## src/rtl/cmd_exec_ctrl.sv

```systemverilog
// Command sequencer: pops one command, runs a single READ/WRITE memory
// transaction with an ack timeout, then pushes one status+data response.
// Strictly one command in flight.
module cmd_exec_ctrl #(
   parameter int ADDR_W         = 16,
   parameter int DATA_W         = 32,
   parameter int TIMEOUT_CYCLES = 256
) (
   input  logic                       clk,
   input  logic                       rst,
   input  logic                       cmd_fifo_empty,
   output logic                       cmd_fifo_rd_en,
   input  logic [8+ADDR_W+DATA_W-1:0] cmd_fifo_rd_data,
   output logic                       mem_req,
   output logic                       mem_we,
   output logic [ADDR_W-1:0]          mem_addr,
   output logic [DATA_W-1:0]          mem_wdata,
   input  logic                       mem_ack,
   input  logic [DATA_W-1:0]          mem_rdata,
   input  logic                       resp_fifo_full,
   output logic                       resp_fifo_wr_en,
   output logic [8+DATA_W-1:0]        resp_fifo_wr_data,
   output logic                       busy,
   output logic [7:0]                 err_count
);

   localparam int CMD_W  = 8 + ADDR_W + DATA_W;
   localparam int RESP_W = 8 + DATA_W;
   localparam int CNT_W  = $clog2(TIMEOUT_CYCLES);

   localparam logic [7:0] OP_READ   = 8'h52;
   localparam logic [7:0] OP_WRITE  = 8'h57;
   localparam logic [7:0] ST_OK     = 8'h00;
   localparam logic [7:0] ST_BAD_OP = 8'h01;
   localparam logic [7:0] ST_TMO    = 8'h02;

   typedef enum logic [1:0] {
      S_IDLE,
      S_FETCH,
      S_ISSUE,
      S_RESP
   } state_t;

   state_t              state_q, state_d;
   logic                we_q, we_d;
   logic [ADDR_W-1:0]   addr_q, addr_d;
   logic [DATA_W-1:0]   wdata_q, wdata_d;
   logic [CNT_W-1:0]    cnt_q, cnt_d;
   logic [RESP_W-1:0]   resp_q, resp_d;
   logic [7:0]          err_q, err_d;

   logic                pop;
   logic                push;
   logic                issue;
   logic [7:0]          opcode;

   assign opcode = cmd_fifo_rd_data[CMD_W-1 -: 8];

   // Next-state, command latch, timeout counter and response/error bookkeeping
   always_comb begin
      state_d = state_q;
      we_d    = we_q;
      addr_d  = addr_q;
      wdata_d = wdata_q;
      cnt_d   = cnt_q;
      resp_d  = resp_q;
      err_d   = err_q;
      pop     = 1'b0;
      push    = 1'b0;
      issue   = 1'b0;
      case (state_q)
         S_IDLE: begin
            if (!cmd_fifo_empty) begin
               pop     = 1'b1;
               state_d = S_FETCH;
            end
         end
         S_FETCH: begin
            addr_d  = cmd_fifo_rd_data[DATA_W +: ADDR_W];
            wdata_d = cmd_fifo_rd_data[DATA_W-1:0];
            cnt_d   = '0;
            if (opcode == OP_READ || opcode == OP_WRITE) begin
               we_d    = (opcode == OP_WRITE);
               state_d = S_ISSUE;
            end else begin
               resp_d  = {ST_BAD_OP, {DATA_W{1'b0}}};
               state_d = S_RESP;
            end
         end
         S_ISSUE: begin
            issue = 1'b1;
            // ack is checked first so it wins over a same-cycle timeout
            if (mem_ack) begin
               resp_d  = {ST_OK, (we_q ? {DATA_W{1'b0}} : mem_rdata)};
               state_d = S_RESP;
            end else if (cnt_q == CNT_W'(TIMEOUT_CYCLES - 1)) begin
               resp_d  = {ST_TMO, {DATA_W{1'b0}}};
               state_d = S_RESP;
            end else begin
               cnt_d = cnt_q + 1'b1;
            end
         end
         S_RESP: begin
            if (!resp_fifo_full) begin
               push    = 1'b1;
               state_d = S_IDLE;
               if (resp_q[RESP_W-1 -: 8] != ST_OK && err_q != 8'hFF) begin
                  err_d = err_q + 8'd1;
               end
            end
         end
         default: state_d = S_IDLE;
      endcase
   end

   // State and datapath registers with synchronous reset
   always_ff @(posedge clk) begin
      if (rst) begin
         state_q <= S_IDLE;
         we_q    <= 1'b0;
         addr_q  <= '0;
         wdata_q <= '0;
         cnt_q   <= '0;
         resp_q  <= '0;
         err_q   <= '0;
      end else begin
         state_q <= state_d;
         we_q    <= we_d;
         addr_q  <= addr_d;
         wdata_q <= wdata_d;
         cnt_q   <= cnt_d;
         resp_q  <= resp_d;
         err_q   <= err_d;
      end
   end

   // Pop/push are gated by rst so a reset cycle never transfers data
   assign cmd_fifo_rd_en    = pop & ~rst;
   assign resp_fifo_wr_en   = push & ~rst;
   assign mem_req           = issue;
   assign mem_we            = issue & we_q;
   assign mem_addr          = issue ? addr_q : '0;
   assign mem_wdata         = issue ? wdata_q : '0;
   assign resp_fifo_wr_data = resp_q;
   assign busy              = (state_q != S_IDLE);
   assign err_count         = err_q;

endmodule

```

## config.mk

```make
export PLATFORM = sky130hd
export DESIGN_NAME = cmd_exec_ctrl
export DESIGN_NICKNAME = d
export VERILOG_FILES = /design/src/rtl/cmd_exec_ctrl.sv
export SDC_FILE = /design/constraint.sdc
export NUM_CORES = 1
export LEC_CHECK = 0
export BUFFER_PORTS_ARGS = -buffer_cell sky130_fd_sc_hd__buf_4
export CAP_MARGIN = 25
export CORE_UTILIZATION = 47
export DETAILED_ROUTE_END_ITERATION = 8
export PLACE_DENSITY = 0.8
export SLEW_MARGIN = 10
export SYNTH_ARGS = -nofsm -noshare
export SYNTH_HDL_FRONTEND = slang
export SYNTH_SLANG_ARGS = --single-unit
```

## constraint.sdc

```tcl
create_clock -name clk -period 2.2 [get_ports clk]
set_clock_uncertainty 0.2 [all_clocks]
set_input_delay 0.44 -clock clk [delete_from_list [all_inputs] [get_ports clk]]
set_output_delay 0.44 -clock clk [all_outputs]
set_load 0.02 [all_outputs]
```

-- Word level (Yosys, flattened, before mapping)
Index checks and enable logic that the tools add are counted.
- register bits: 107
- input bits: 93
- output and inout bits: 101
- add/subtract/negate cells: 2
- equal/unequal tests: 13
- mux-type cells: 21
- bitwise gates (word level): 5
- reductions and logical operators: 11
- operator list (kind ; number):
    $mux W40 ; 3
    $pmux W40 S2 ; 1
    $mux W32 ; 2
    $add A8 B1 Y8 const B ; 2
    $eq A8 B7 Y1 const B ; 2
    $mux W16 ; 1
    $mux W8 ; 2
    $pmux W8 S2 ; 1
    $reduce_and A3 Y1 ; 4
    $ne A2 B2 Y1 const B ; 5
    $eq A8 B8 Y1 const B ; 1
    $mux W2 ; 4
    $ne A8 B8 Y1 const B ; 1
    $pmux W2 S4 ; 1
    $reduce_bool A8 Y1 ; 1
    $mux W1 ; 6
    $eq A2 B2 Y1 const B ; 2
    $reduce_bool A2 Y1 ; 2
    $and A1 B1 Y1 ; 3
    $ne A3 B3 Y1 const B ; 1
    $eq A2 B1 Y1 const B ; 1
    $logic_not A2 Y1 ; 1
    $not A1 Y1 ; 2
    $reduce_and A2 Y1 ; 1
    other kinds (2) ; 2

-- Logic depth before layout (Yosys ltp)
- word-level depth: 4
- gate-level depth with buffers: 8

-- Worst setup path before layout
No wires, ideal clock.
- path type: input to output
- start: input rst
- end: output cmd_fifo_rd_en
- arrival time: 1501 ps
- data required time: 1560 ps
- path slack: 59 ps
- cell stages on the path: 4
- path buffers: 3
- cells stage by stage: clkbuf_1 buf_1 buf_1 nor3_1
- longest elaborated chain between the ends: 2
- ends and longest elaborated chain (what ; line ; text):
    start: declaration ; 10 ; input logic rst,
    $not A1 Y1 ; 138 ; assign cmd_fifo_rd_en = pop & ~rst;
    $and A1 B1 Y1 ; 138 ;
    end: declaration ; 12 ; output logic cmd_fifo_rd_en,
No other way between the ends.

-- Worst setup path in the final report
- start: register state_q[1]
- end: output resp_fifo_wr_en
- longest elaborated chain between the ends: 3
- ends and longest elaborated chain (what ; line ; text):
    start: declaration ; 44 ; state_t state_q, state_d;
    start signal: assignment ; 127 ; state_q <= state_d;
    $eq A2 B2 Y1 ; 71 ; case (state_q)
    $mux W1 ; 71 ;
    $and A1 B1 Y1 ; 139 ; assign resp_fifo_wr_en = push & ~rst;
    end: declaration ; 21 ; output logic resp_fifo_wr_en,
No other way between the ends.

==> impl_metrics.json <==
{
  "status": "finished, violations left",
  "violations": "DRC",
  "crit_path_top_delay_cell": "dfxtp_4",
  "r2r_end": "resp_fifo_wr_data[14]",
  "grt_pass1_vias": 3808,
  "yosysTopAreaCell": "dfxtp_1",
  "reg2reg_depth": 6,
  "layout-drive-gt1-share_pct": 37.4,
  "tritoncts": "yes",
  "yosysUniqueCellTypes": 50,
  "ant_nets": 0,
  "async_flop_share_pct": 0,
  "synth_seq_cells": 101,
  "synth.most_common_cell": "dfxtp_1",
  "diodes": 0,
  "gr-usage-met3_pct": 5.51,
  "path_max_fanout": 5,
  "multi_input_area_sq_um": 2190,
  "first_iter_violations": 134,
  "rr_startpoint": "cnt_q[0]",
  "reg2reg_slack_ns": 0.13,
  "synth_ff_type": "dfxtp_1",
  "cts_htree_levels": 3,
  "place_ws_ns": 0.0827,
  "crit_family": "flip-flops",
  "start_util_pct": 49.0,
  "cp_common_cell": "buf_4",
  "critPathBufInv": 2,
  "antenna_found_initial": 0,
  "hold_viol_final": 0,
  "fin_crit_sh_pct": 97.5,
  "grt_use_total_pct": 23.7,
  "setup_viol_count_final": 0,
  "ioPinCount": 194,
  "worstHoldPathType": "in2reg",
  "maxCapViolCount": 0,
  "routed_wl_mm": 11.7,
  "top_usage_layer": "met2",
  "worst_pin_slew_ns": 0.570,
  "place_area_sq_um": 5890,
  "rsz0062_at_grt": "yes",
  "clk_latency_ns": 0.37,
  "synth_top_area_share_pct": 46.6,
  "tns_ns": 0,
  "cp-end-kind": "output port",
  "dieHeight_microns": 98.1,
  "synthTopCellsByArea": "dfxtp_1, mux2i_1, and2_1",
  "grtUsageMet1_pct": 27.6,
  "syn2layout_area_growth_pct": 41.7,
  "timing.final.ws_setup_ns": 0.0559,
  "cts-hold-fix-buffers": 0,
  "clk_path_buf_depth": 2,
  "min_to": "resp_fifo_wr_data[7]",
  "cp-start-kind": "register",
  "io_buffer_count": 187,
  "maxSlewHeadroom_pct": 61.7,
  "rows": 34,
  "postCtsSetupRepairBufs": 0,
  "synth_edf_count": 0,
  "hold_ws_ns": 0.0759,
  "cp.arrival_ns": 1.50,
  "cts_buffers": 9,
  "syn_area_sq_um": 4340,
  "finalMaxSlewViolations": 0,
  "yosysSeqAreaShare_pct": 46.6,
  "fill_cells": 694,
  "crit_chain": "ha_2 > nor2b_4 > buf_4 > nor2b_2 > buf_4",
  "seq_area_sq_um": 2030,
  "p_leak_uw": 0.00278,
  "dp_hpwl_mm": 8.60,
  "critPathKind": "reg2out",
  "grt.met2_usage_pct": 42.0,
  "synth.avg_cell_area_sq_um": 9.62,
  "die_w_microns": 98.1,
  "clk_pin_slew_ns": 0.10,
  "vias": 3948,
  "ys_warn_count": 0,
  "cpPeakStageDelay_ns": 0.40,
  "fin_area_sq_um": 6150,
  "clock.fmax_ghz": 0.466,
  "grt_max_degree": 37,
  "gp_congestion": 0.884,
  "min_path_cells": 2,
  "power_density_nw_per_um2": 915,
  "first_pass_iters": 6,
  "synth_cells": 451,
  "nNetsFinal": 736,
  "coreArea_sq_um": 8850,
  "clock_sinks": 101,
  "hold_start": "mem_rdata[7]",
  "drc_errors": 8,
  "fin_crit_ns": 2.14,
  "grt_pass1_wl_mm": 18.3,
  "wl_per_cell_microns": 15.6,
  "root_buffer": "clkbuf_8",
  "vdd_drop_max_mv": 0.495,
  "viasPerCell": 5.27,
  "gr-total-overflow": 0,
  "required_ns": 1.56,
  "die_area_sq_um": 9620,
  "ys_top_cells_by_count": "dfxtp_1, nor2_1, and2_1, mux2i_1, a22o_1"
}
## registers in the layout, summed over array words and instances, names as in the netlist
signal             flops
err_count              8
wdata_q               32
addr_q                16
state_q                2
resp_fifo_wr_data     34
cnt_q                  8
we_q                   1
## worst max-delay path by stage
stage,cells past startpoint,startpoint,to
after global routing,5,state_q[1],resp_fifo_wr_en
after detailed placement,8,state_q[0],resp_fifo_wr_data[6]
after floorplan,4,rst,cmd_fifo_rd_en
final,5,state_q[1],resp_fifo_wr_en
after CTS,5,state_q[1],resp_fifo_wr_en
after global placement,7,state_q[0],resp_fifo_wr_data[31]
## per-layer routing
metal | up-vias | part of all wire [%]
met3 | 13 | 5.3
met2 | 103 | 53
met1 | 1886 | 41
met4 | 0 | 1.5
met5 | - | 0
li1 | 1946 | -
## cell type report
type | instances | area share (%)
multi-input combinational | 316 | 35.6
sequential | 101 | 33.0
clock inverter | 7 | 1.49
clock buffer | 9 | 2.01
timing repair buffer | 203 | 25.4
inverter | 5 | 0.305
tap | 108 | 2.20
## worst reg2reg max path: cells and delay by family, from the launching register on
family,cells,cell delay (ns)
compound gates,3,0.83
flops,1,0.41
fa+ha+maj,1,0.23
buf+inv,1,0.20
simple gates,1,0.11
## metrics by stage
step / power (uW) / instances / util [%]
after global placement: 4280 / 733 / 66.6
after floorplan: 3620 / 456 / -
final: 5630 / 749 / 69.5
after CTS: 5650 / 749 / 69.3
after detailed placement: 4350 / 733 / 66.6
after global routing: 5920 / 749 / 69.5
## report_power, final
| group | switching, uW | internal, uW |
|---|---|---|
| Sequential | 175 | 2130 |
| Clock | 695 | 556 |
| Combinational | 1110 | 956 |
| Total | 1980 | 3640 |
## placed cells by master (no fill, tap or decap), types with 3 or more instances in the layout
cell type / instances
o31ai_1: 5
buf_12: 3
conb_1: 6
a21oi_1: 14
nand4_1: 3
inv_1: 3
nand2b_1: 7
mux2_2: 3
nor3_1: 3
and2_1: 49
clkbuf_8: 9
a31oi_1: 3
or3_1: 6
nand3_1: 14
a22o_1: 33
nor2b_1: 3
and3_1: 3
ha_1: 4
o21ai_0: 7
mux2i_1: 49
nand2_1: 10
buf_4: 200
inv_6: 3
dfxtp_1: 99
nor2_1: 58
## what timing repair did
action / 4_1_cts / 5_1_grt
endpoints found under the setup margin: 50 / 3
resized for setup: 8 / 6
pin swaps: 0 / 0
## logic make-up after synthesis
logic type | count (synthesis) | share of synthesized area (%)
other | 1 | 0.0864
AO/OA/AOI/OAI | 77 | 13.2
flip-flops | 101 | 46.6
AND/OR/NAND/NOR | 173 | 21.5
XOR/XNOR | 1 | 0.202
adder cells (fa/ha/maj) | 7 | 2.02
buffers and inverters | 39 | 4.27
multiplexers | 52 | 12.1
Power figures use the tool's default switching activity.
